[src/rtl/stage_seq_pkg.sv]
// rtl/stage_seq_pkg.sv - Stage codes and FSM state type shared by stage_sequencer.
package stage_seq_pkg;

    localparam logic [2:0] STAGE_IDLE      = 3'd0;
    localparam logic [2:0] STAGE_FETCH     = 3'd1;
    localparam logic [2:0] STAGE_DECODE    = 3'd2;
    localparam logic [2:0] STAGE_EXECUTE   = 3'd3;
    localparam logic [2:0] STAGE_MEMORY    = 3'd4;
    localparam logic [2:0] STAGE_WRITEBACK = 3'd5;

    typedef enum logic [1:0] {
        S_IDLE   = 2'd0,
        S_RUN    = 2'd1,
        S_HALTED = 2'd2
    } seq_state_t;

endpackage

[src/rtl/stall_timer.sv]
// rtl/stall_timer.sv - Memory-stall cycle counter with a timeout flag at WAIT_MAX.
module stall_timer #(
    parameter int WAIT_W   = 4,
    parameter int WAIT_MAX = 15
) (
    input  logic clk,
    input  logic rst,
    input  logic clear,
    input  logic inc,
    output logic timeout
);

    logic [WAIT_W-1:0] count;

    // Saturates so a caller that keeps incrementing past the limit never wraps back to zero.
    always_ff @(posedge clk or posedge rst) begin
        if (rst) begin
            count <= '0;
        end else if (clear) begin
            count <= '0;
        end else if (inc && (count != WAIT_W'(WAIT_MAX))) begin
            count <= count + WAIT_W'(1);
        end
    end

    assign timeout = (count == WAIT_W'(WAIT_MAX));

endmodule

[src/rtl/stage_sequencer.sv]
// rtl/stage_sequencer.sv - 5-stage sequencer FSM with memory stalls; STAGE_SEQ_PERF_EN adds perf counters.
module stage_sequencer
    import stage_seq_pkg::*;
#(
    parameter int STAGE_W  = 3,
    parameter int WAIT_W   = 4,
    parameter int WAIT_MAX = 15
) (
    input  logic               Clock,
    input  logic               Reset,
    input  logic               Run,
    input  logic               Step,
    input  logic               Halt_Request,
    input  logic               Mem_Ready,
    input  logic               Mem_Access_WB,
    input  logic               Opcode_Is_NOP,
    output logic [STAGE_W-1:0] Stage,
    output logic               NOP_FLAG,
    output logic               Instr_Done,
    output logic               Running,
    output logic               Halted,
`ifdef STAGE_SEQ_PERF_EN
    output logic [31:0]        Instr_Count,
    output logic [31:0]        Stall_Count,
`endif
    output logic               Mem_Timeout
);

    seq_state_t state;
    logic       step_latch;
    logic       fetch_wait;
    logic       mem_wait;
    logic       stalled;
    logic       wait_expired;

    // A NOP never touches memory in stage 4, so its registered flag suppresses that stall.
    assign fetch_wait = (Stage == STAGE_W'(STAGE_FETCH)) && !Mem_Ready;
    assign mem_wait   = (Stage == STAGE_W'(STAGE_MEMORY)) && Mem_Access_WB && !NOP_FLAG && !Mem_Ready;
    assign stalled    = (state == S_RUN) && (fetch_wait || mem_wait);

    stall_timer #(
        .WAIT_W   (WAIT_W),
        .WAIT_MAX (WAIT_MAX)
    ) u_stall_timer (
        .clk     (Clock),
        .rst     (Reset),
        .clear   (!stalled),
        .inc     (stalled),
        .timeout (wait_expired)
    );

    always_ff @(posedge Clock or posedge Reset) begin
        if (Reset) begin
            state       <= S_IDLE;
            Stage       <= '0;
            NOP_FLAG    <= 1'b0;
            Instr_Done  <= 1'b0;
            Running     <= 1'b0;
            Halted      <= 1'b0;
            Mem_Timeout <= 1'b0;
            step_latch  <= 1'b0;
        end else begin
            Instr_Done <= 1'b0;
            case (state)
                S_IDLE: begin
                    Stage    <= STAGE_W'(STAGE_IDLE);
                    NOP_FLAG <= 1'b0;
                    if (Halt_Request) begin
                        state   <= S_HALTED;
                        Halted  <= 1'b1;
                        Running <= 1'b0;
                    end else if (Run || Step) begin
                        state      <= S_RUN;
                        Running    <= 1'b1;
                        Stage      <= STAGE_W'(STAGE_FETCH);
                        step_latch <= !Run;
                    end
                end
                S_RUN: begin
                    if (stalled) begin
                        if (wait_expired) begin
                            state       <= S_HALTED;
                            Halted      <= 1'b1;
                            Running     <= 1'b0;
                            Mem_Timeout <= 1'b1;
                            Stage       <= STAGE_W'(STAGE_IDLE);
                            NOP_FLAG    <= 1'b0;
                            step_latch  <= 1'b0;
                        end
                    end else begin
                        case (Stage)
                            STAGE_W'(STAGE_DECODE): begin
                                NOP_FLAG <= Opcode_Is_NOP;
                                Stage    <= STAGE_W'(STAGE_EXECUTE);
                            end
                            STAGE_W'(STAGE_WRITEBACK): begin
                                Instr_Done <= 1'b1;
                                NOP_FLAG   <= 1'b0;
                                if (Halt_Request) begin
                                    state   <= S_HALTED;
                                    Halted  <= 1'b1;
                                    Running <= 1'b0;
                                    Stage   <= STAGE_W'(STAGE_IDLE);
                                end else if (step_latch || !Run) begin
                                    state      <= S_IDLE;
                                    Running    <= 1'b0;
                                    Stage      <= STAGE_W'(STAGE_IDLE);
                                    step_latch <= 1'b0;
                                end else begin
                                    Stage <= STAGE_W'(STAGE_FETCH);
                                end
                            end
                            default: begin
                                Stage <= Stage + STAGE_W'(1);
                            end
                        endcase
                    end
                end
                default: begin
                    Stage    <= STAGE_W'(STAGE_IDLE);
                    NOP_FLAG <= 1'b0;
                    Halted   <= 1'b1;
                    Running  <= 1'b0;
                end
            endcase
        end
    end

`ifdef STAGE_SEQ_PERF_EN
    always_ff @(posedge Clock or posedge Reset) begin
        if (Reset) begin
            Instr_Count <= '0;
            Stall_Count <= '0;
        end else begin
            if (Instr_Done) begin
                Instr_Count <= Instr_Count + 32'd1;
            end
            if (stalled) begin
                Stall_Count <= Stall_Count + 32'd1;
            end
        end
    end
`endif

endmodule

[config.mk]
export PLATFORM = sky130hd
export DESIGN_NAME = stage_sequencer
export DESIGN_NICKNAME = d
export VERILOG_FILES = /design/src/rtl/stage_seq_pkg.sv /design/src/rtl/stall_timer.sv /design/src/rtl/stage_sequencer.sv
export SDC_FILE = /design/constraint.sdc
export NUM_CORES = 1
export LEC_CHECK = 0
export BUFFER_PORTS_ARGS = -buffer_cell sky130_fd_sc_hd__buf_2
export CAP_MARGIN = 20
export CORE_MARGIN = 2
export CORE_UTILIZATION = 35
export CTS_BUF_LIST = sky130_fd_sc_hd__clkbuf_8
export DETAILED_ROUTE_END_ITERATION = 12
export PLACE_DENSITY_LB_ADDON = 0.3
export SETUP_SLACK_MARGIN = 0.4
export SYNTH_ARGS = -nofsm -noshare
export SYNTH_HDL_FRONTEND = slang
export SYNTH_SLANG_ARGS = --single-unit
[constraint.sdc]
create_clock -name Clock -period 2.2 [get_ports Clock]
set_input_delay 0.11 -clock Clock [delete_from_list [all_inputs] [get_ports Clock]]
set_output_delay 0.11 -clock Clock [all_outputs]
set_load 0.02 [all_outputs]
==> results by group, run 1 <==
Status
  – Status: complete, no violations

Final layout
  – Fillers: 223
  – Finished Core Util: 45.1%
  – Non-Filler Instances: 127
  – Area grow syn2layout: 25.1%
  – Antenna cell count: 0
  – Layout cells sized above 1: around a third
  – Final #Nets: 109

Pwr
  – Worst IR Drop VDD: between 0.0005 and 0.0006 V
  – Pleak: 0.462 nW
  – Pwr dens: 601 mW/mm^2

CTS
  – Clk buf depth: 2
  – TritonCTS Buffers: 3
  – Clk Tree Root Cell: clkbuf_8
  – H-tree levels: 1
  – Clock latency on the worst-skew pair: 0.25 ns
  – Reg clk slew, reported paths: approximately 0.06 ns
  – CTS tree: built
  – CTS sink count: 15

Worst setup path
  – Crit path max fanout: 7
  – Crit path cell chain: and4bb_4 -> o21ai_4 -> a31o_2 -> a211oi_2 -> mux2_4
  – Arr. time, crit path: about 1.9 ns
  – Crit path max-delay family: compound AO/OA/AOI/OAI gates
  – Flop-to-flop setup slack: roughly 0.45 ns
  – CP bufs+invs: 0
  – Critical path startpoint category: register
  – Slowest library cell on the worst path: dfrtp_2
  – Critical Path RT: approximately 2.3 ns
  – Worst Setup End Kind: register
  – CP peak stage delay: roughly 0.40 ns
  – Crit Path Category: reg -> reg

Placement
  – Post-DP HPWL: around 1.1 mm
  – Dpl cells: between 100 and 150
  – Gp weighted congestion: between 0.7 and 0.8
  – IO buf count: 15

Logic synthesis
  – Post-Syn Area: ~800 sq um
  – Main synth FF type: dfrtp_1
  – Post-Syn Nets: 85
  – Mapped Avg Cell Area: 10.3 sq um
  – Number of synthesized flops with an enable pin: 0
  – Syn Inst Count: 76
  – Asr flop ratio synth: 100%
  – Yosys warning count: 0
  – Register area share after synthesis: about half
  – Netlist cell types: 38
  – #FFs+latches synth: 15

Global routing
  – Largest net degree at the start of global routing: 16
  – GRT Util Overall: between 10 and 15%
  – Initial antenna violation count: 0
  – First-pass GRT wire length: 2.67 mm
  – Vias in the first global route: between 500 and 600
  – GRT overflow: 0

Min path
  – Hold Crit Class: in -> reg

Floorplanning
  – Num rows: 17
  – Io pins: 16
  – Core area: 0.00217 sq mm
  – Initial Util: between 30% and 40%
  – Chip Height: 51.3 microns
  – Chip Width: 51.3 microns
  – Total die area: 0.00263 sq mm

STA
  – Max Fclk: 572 MHz
  – RSZ-0062 raised after global routing: no
  – Clock Skews: about 0.0029 ns
  – Period utilisation layout: 79.5%
  – Final worst path period need: between 1.5 and 2 ns
  – Slew headroom: 61.3%
  – Slew Limit Fails: 0
  – Sum Neg Setup Slack: 0 ns
  – Slew @ Worst Pin: between 0.5 and 0.6 ns
  – # setup viols final: 0
  – Final Hold Violating Endpoints: 0

Drt
  – Total Wirelength: about 1.6 mm
  – Drt via density: about 5
  – DR pass1 iterations: 4
  – Initial DRC count: 10
  – Residual DRC: 0
  – DR WL/cell: about 13 microns
  – Routed Antenna Nets: 0
  – Vias: roughly 640

Flow run
  – Max Cap Viol: 0
[cells by family after synthesis]
group	share of synthesized area, %
AND/OR/NAND/NOR	25.3
AO/OA/AOI/OAI	19.8
flip-flops	48.0
buffers and inverters	0.960
multiplexers	3.20
XOR/XNOR	1.12
adder cells (fa/ha/maj)	1.60
[tightest hold or removal path, stage by stage]
cell	delay, ns
buf_2	0.09
nand2_1	0.04
o22ai_1	0.06
[registers in the layout (all words and copies together) (netlist names)]
name / flops
Instr_Done: 1
step_latch: 1
Stage: 3
state: 2
Mem_Timeout: 1
NOP_FLAG: 1
Halted: 1
Running: 1
u_stall_timer.count: 4
[final timing paths]
check	startpoint	to	depth (start not counted)
max	Stage[0]	step_latch	5
min	Opcode_Is_NOP	NOP_FLAG	3
max reg2reg	Stage[0]	step_latch	5
min reg2reg	Halted	Halted	1
max in group asynchronous	Reset	Stage[2]	3
min in group asynchronous	Reset	u_stall_timer.count[1]	3
[placed cells by master (no fill, tap or decap), drive strengths merged, types with 2 or more instances in the layout]
master and count:
buf 18, a21o 2, nor3 3, nand2 6
a21oi 3, clkbuf 3, nor2b 2, dfrtp 15
inv 2, o21ai 3, nand3 2, or2 2
nand2b 3, nor2 10
[power by group]
group,internal [mW],switching [mW]
combinational,0.0350,0.0229
sequential,0.293,0.0175
clock,0.125,0.0941
[metal layers]
metal	wire length [microns]	GRT usage (%)	part of all wire, %	vias to the layer above
met5	0	0	0	-
met4	8	3.95	0.50	0
met3	89	5.26	5.5	2
met2	735	21.4	46	17
met1	778	18.1	48	305
li1	-	-	-	320
[area by class of cell]
cell class,instances,area [sq um],share of cell area (%)
multi-input combinational,59,404,41.3
sequential,15,378,38.6
timing repair buffer,19,108,11.0
clock buffer,3,41.3,4.22
tap,28,35.0,3.58
inverter,2,7.51,0.767
clock inverter,1,5.00,0.512
[timing repair]
item,CTS,global route
hold buffers,1,0
gates resized for setup,1,1
setup endpoints to repair,1,1
pin swaps,0,0
setup buffers,1,0
endpoints found under the hold margin,15,0
[per-stage QoR]
| stage | total power, mW | hold WS (ns) | setup slack [ns] | cell area [sq um] |
|---|---|---|---|---|
| 6_report | 0.588 | 0.108 | 0.451 | 978 |
| 5_1_grt | 0.623 | 0.144 | 0.403 | 978 |
| 4_1_cts | 0.602 | 0.102 | 0.449 | 977 |
| 3_5_place_dp | 0.371 | 0.204 | 0.367 | 908 |
| 3_3_place_gp | 0.371 | 0.205 | 0.413 | 908 |
| 2_1_floorplan | 0.354 | 0.0114 | 0.407 | 783 |
[Yosys cell counts (2+ instances only)]
master / instances / area (sq um)
nor2_1: 10 / 37.5
nor2b_1: 2 / 12.5
nand3_1: 2 / 10.0
nand2_1: 6 / 22.5
nor3_1: 3 / 15.0
nand2b_1: 2 / 12.5
dfrtp_1: 15 / 375
inv_1: 2 / 7.51
a21oi_1: 3 / 15.0
a21o_1: 2 / 15.0
o21ai_0: 2 / 10.0
Power figures use the tool's default switching activity.
==> run 2: changes to the inputs <==
==> constraint.sdc (replaced) <==
create_clock -name Clock -period 1.61 [get_ports Clock]
set_input_delay 0.0805 -clock Clock [delete_from_list [all_inputs] [get_ports Clock]]
set_output_delay 0.0805 -clock Clock [all_outputs]
set_load 0.02 [all_outputs]
==> run 2 against run 1 <==
The run now ends with setup timing left. Clock skew hardly changed. Clock power is 33% higher. Clock-buffer cell count stayed put.
==> results by group, run 2 (synthesis results as in run 1) <==
Final layout
  – Number of flip-flops in the largest register: 4
  – Layout cells sized above 1: between 50% and 60%
  – Non-Filler Instances: 143
  – Biggest register: u_stall_timer.count
  – Most common cell after layout, fill and taps aside: buf_2
  – Fillers: 205
  – Antenna cell count: 0
  – Finished Core Util: a little over half
  – Seq. cell area: 379 sq um
  – Most frequent cells in the layout: 15 x buf_2, 14 x buf_4, 12 x dfrtp_1
  – Largest registers: u_stall_timer.count: 4 flops, Stage: 3 flops, state: 2 flops
  – Area grow syn2layout: 50.1%
  – Final #Nets: approximately 130
  – Area taken by multi-input logic gates: between 400 and 500 sq um
  – Fin area: approximately 0.0012 sq mm

Status
  – Status: finished, violations left
  – Violated checks: setup timing

Floorplanning
  – Chip Width: 51.3 microns
  – Chip Height: between 50 and 60 microns
  – Io pins: 16
  – Core area: 0.00217 sq mm
  – Total die area: between 0.002 and 0.003 sq mm
  – Initial Util: between 30 and 40%
  – Num rows: 17

STA
  – Slew Limit Fails: 0
  – RSZ-0062 raised after global routing: yes
  – Final worst path period need: ~1.7 ns
  – Sum Neg Setup Slack: -0.146 ns
  – Final Hold Violating Endpoints: 0
  – Max Fclk: just under 600 MHz
  – Period utilisation layout: 106%
  – WHS: 0.0931 ns
  – Clock Skews: between 0.002 and 0.003 ns
  – # setup viols final: 3
  – Slew headroom: between 60% and 70%
  – Slew @ Worst Pin: about 0.56 ns
  – Setup WS post-layout: -0.102 ns

CTS
  – H-tree levels: 1
  – CTS sink count: 15
  – Clk Tree Root Cell: clkbuf_8
  – Clk buf depth: 2
  – TritonCTS Buffers: 3
  – CTS tree: built
  – Clock latency on the worst-skew pair: approximately 0.24 ns
  – Reg clk slew, reported paths: around 0.060 ns

Global routing
  – GRT Util Overall: between 10% and 20%
  – GRT overflow: 0
  – Initial antenna violation count: 0
  – First-pass GRT wire length: around 3.0 mm
  – Largest net degree at the start of global routing: 16
  – Vias in the first global route: 691

Worst setup path
  – Crit path cell chain: and4bb_4 -> o21ai_4 -> a31o_4 -> a211oi_2 -> mux2_4
  – Critical Path RT: between 1.5 and 2 ns
  – Critical path startpoint category: register
  – Worst Setup End Kind: register
  – Arr. time, crit path: between 1.5 and 2 ns
  – Crit Path Category: reg -> reg
  – Crit path max fanout: 4
  – CP peak stage delay: just under 0.4 ns
  – Slowest library cell on the worst path: dfrtp_2
  – Flop-to-flop setup slack: -0.10 ns

Drt
  – Drt via density: between 4 and 5
  – Total Wirelength: 1.80 mm
  – DR pass1 iterations: 4
  – Vias: roughly 700
  – Residual DRC: 0
  – Routed Antenna Nets: 0
  – DR WL/cell: 12.6 microns
  – Initial DRC count: 8

Pwr
  – Flop pwr share: around half
  – P_sw: 0.188 mW
  – Gate power share: about 14%
  – Clock Power Share: around 36%
  – Pwr dens: ~700 mW/mm^2
  – Pleak: 0.568 nW
  – Switching share of power: about 23%
  – Internal power: around 0.63 mW
  – Final Power: between 0.8 and 0.9 mW
  – Worst IR Drop VDD: about 0.00087 V

Min path
  – Hold Crit Class: in -> reg

Placement
  – Placed Area: ~0.001 sq mm
  – Dpl cells: around 140
  – Post-DP HPWL: ~1.3 mm
  – Setup Slack @ Placement: -0.100 ns
  – IO buf count: 15
  – Gp weighted congestion: just under 0.8

Flow run
  – Max Cap Viol: 0
-- run 2: layer usage --
metal / up-vias / GRT usage [%] / part of all wire, %
li1: 350 / - / -
met1: 334 / 18.7 / 42
met2: 16 / 26.0 / 52
met3: 2 / 6.43 / 5.1
met4: 0 / 3.51 / 1.2
met5: - / 0 / 0
-- run 2: area by class of cell --
type | count | share of cell area, %
clock buffers | 3 | 3.52
clock inverters | 1 | 0.320
inverters | 2 | 0.640
multi-input cells | 59 | 39.2
flip-flops and latches | 15 | 32.3
well taps | 28 | 2.99
repair buffers | 35 | 21.0
-- run 2: worst paths after layout --
path,startpoint,endpoint,cells after the start
max in group asynchronous,Reset,NOP_FLAG,3
worst max register to register,NOP_FLAG,step_latch,5
worst max-delay path,NOP_FLAG,step_latch,5
worst min-delay path,Opcode_Is_NOP,NOP_FLAG,3
min in group asynchronous,Reset,u_stall_timer.count[2],3
worst min register to register,Halted,Halted,1
-- run 2: what timing repair did --
item                                    4_1_cts  5_1_grt
pin swaps                                     1        6
endpoints found under the setup margin       15       15
hold endpoints to repair                     15        0
gates resized for setup                       9       12
hold buffers                                  1        0
setup buffers                                 1        2
-- run 2: critical path: cells and delay by family (launching register included) --
family	cells	cell delay, ns
AOI/OAI and AO/OA	3	0.54
DFF	1	0.39
and+or+nand+nor	1	0.34
muxes	1	0.32
-- run 2: power groups by stage --
stage | sequential (mW) | clock [mW] | combinational [mW]
2_1_floorplan | 0.424 | 0 | 0.0593
3_3_place_gp | 0.418 | 0 | 0.108
3_5_place_dp | 0.419 | 0 | 0.110
4_1_cts | 0.414 | 0.298 | 0.111
5_1_grt | 0.416 | 0.319 | 0.129
6_report | 0.414 | 0.291 | 0.114
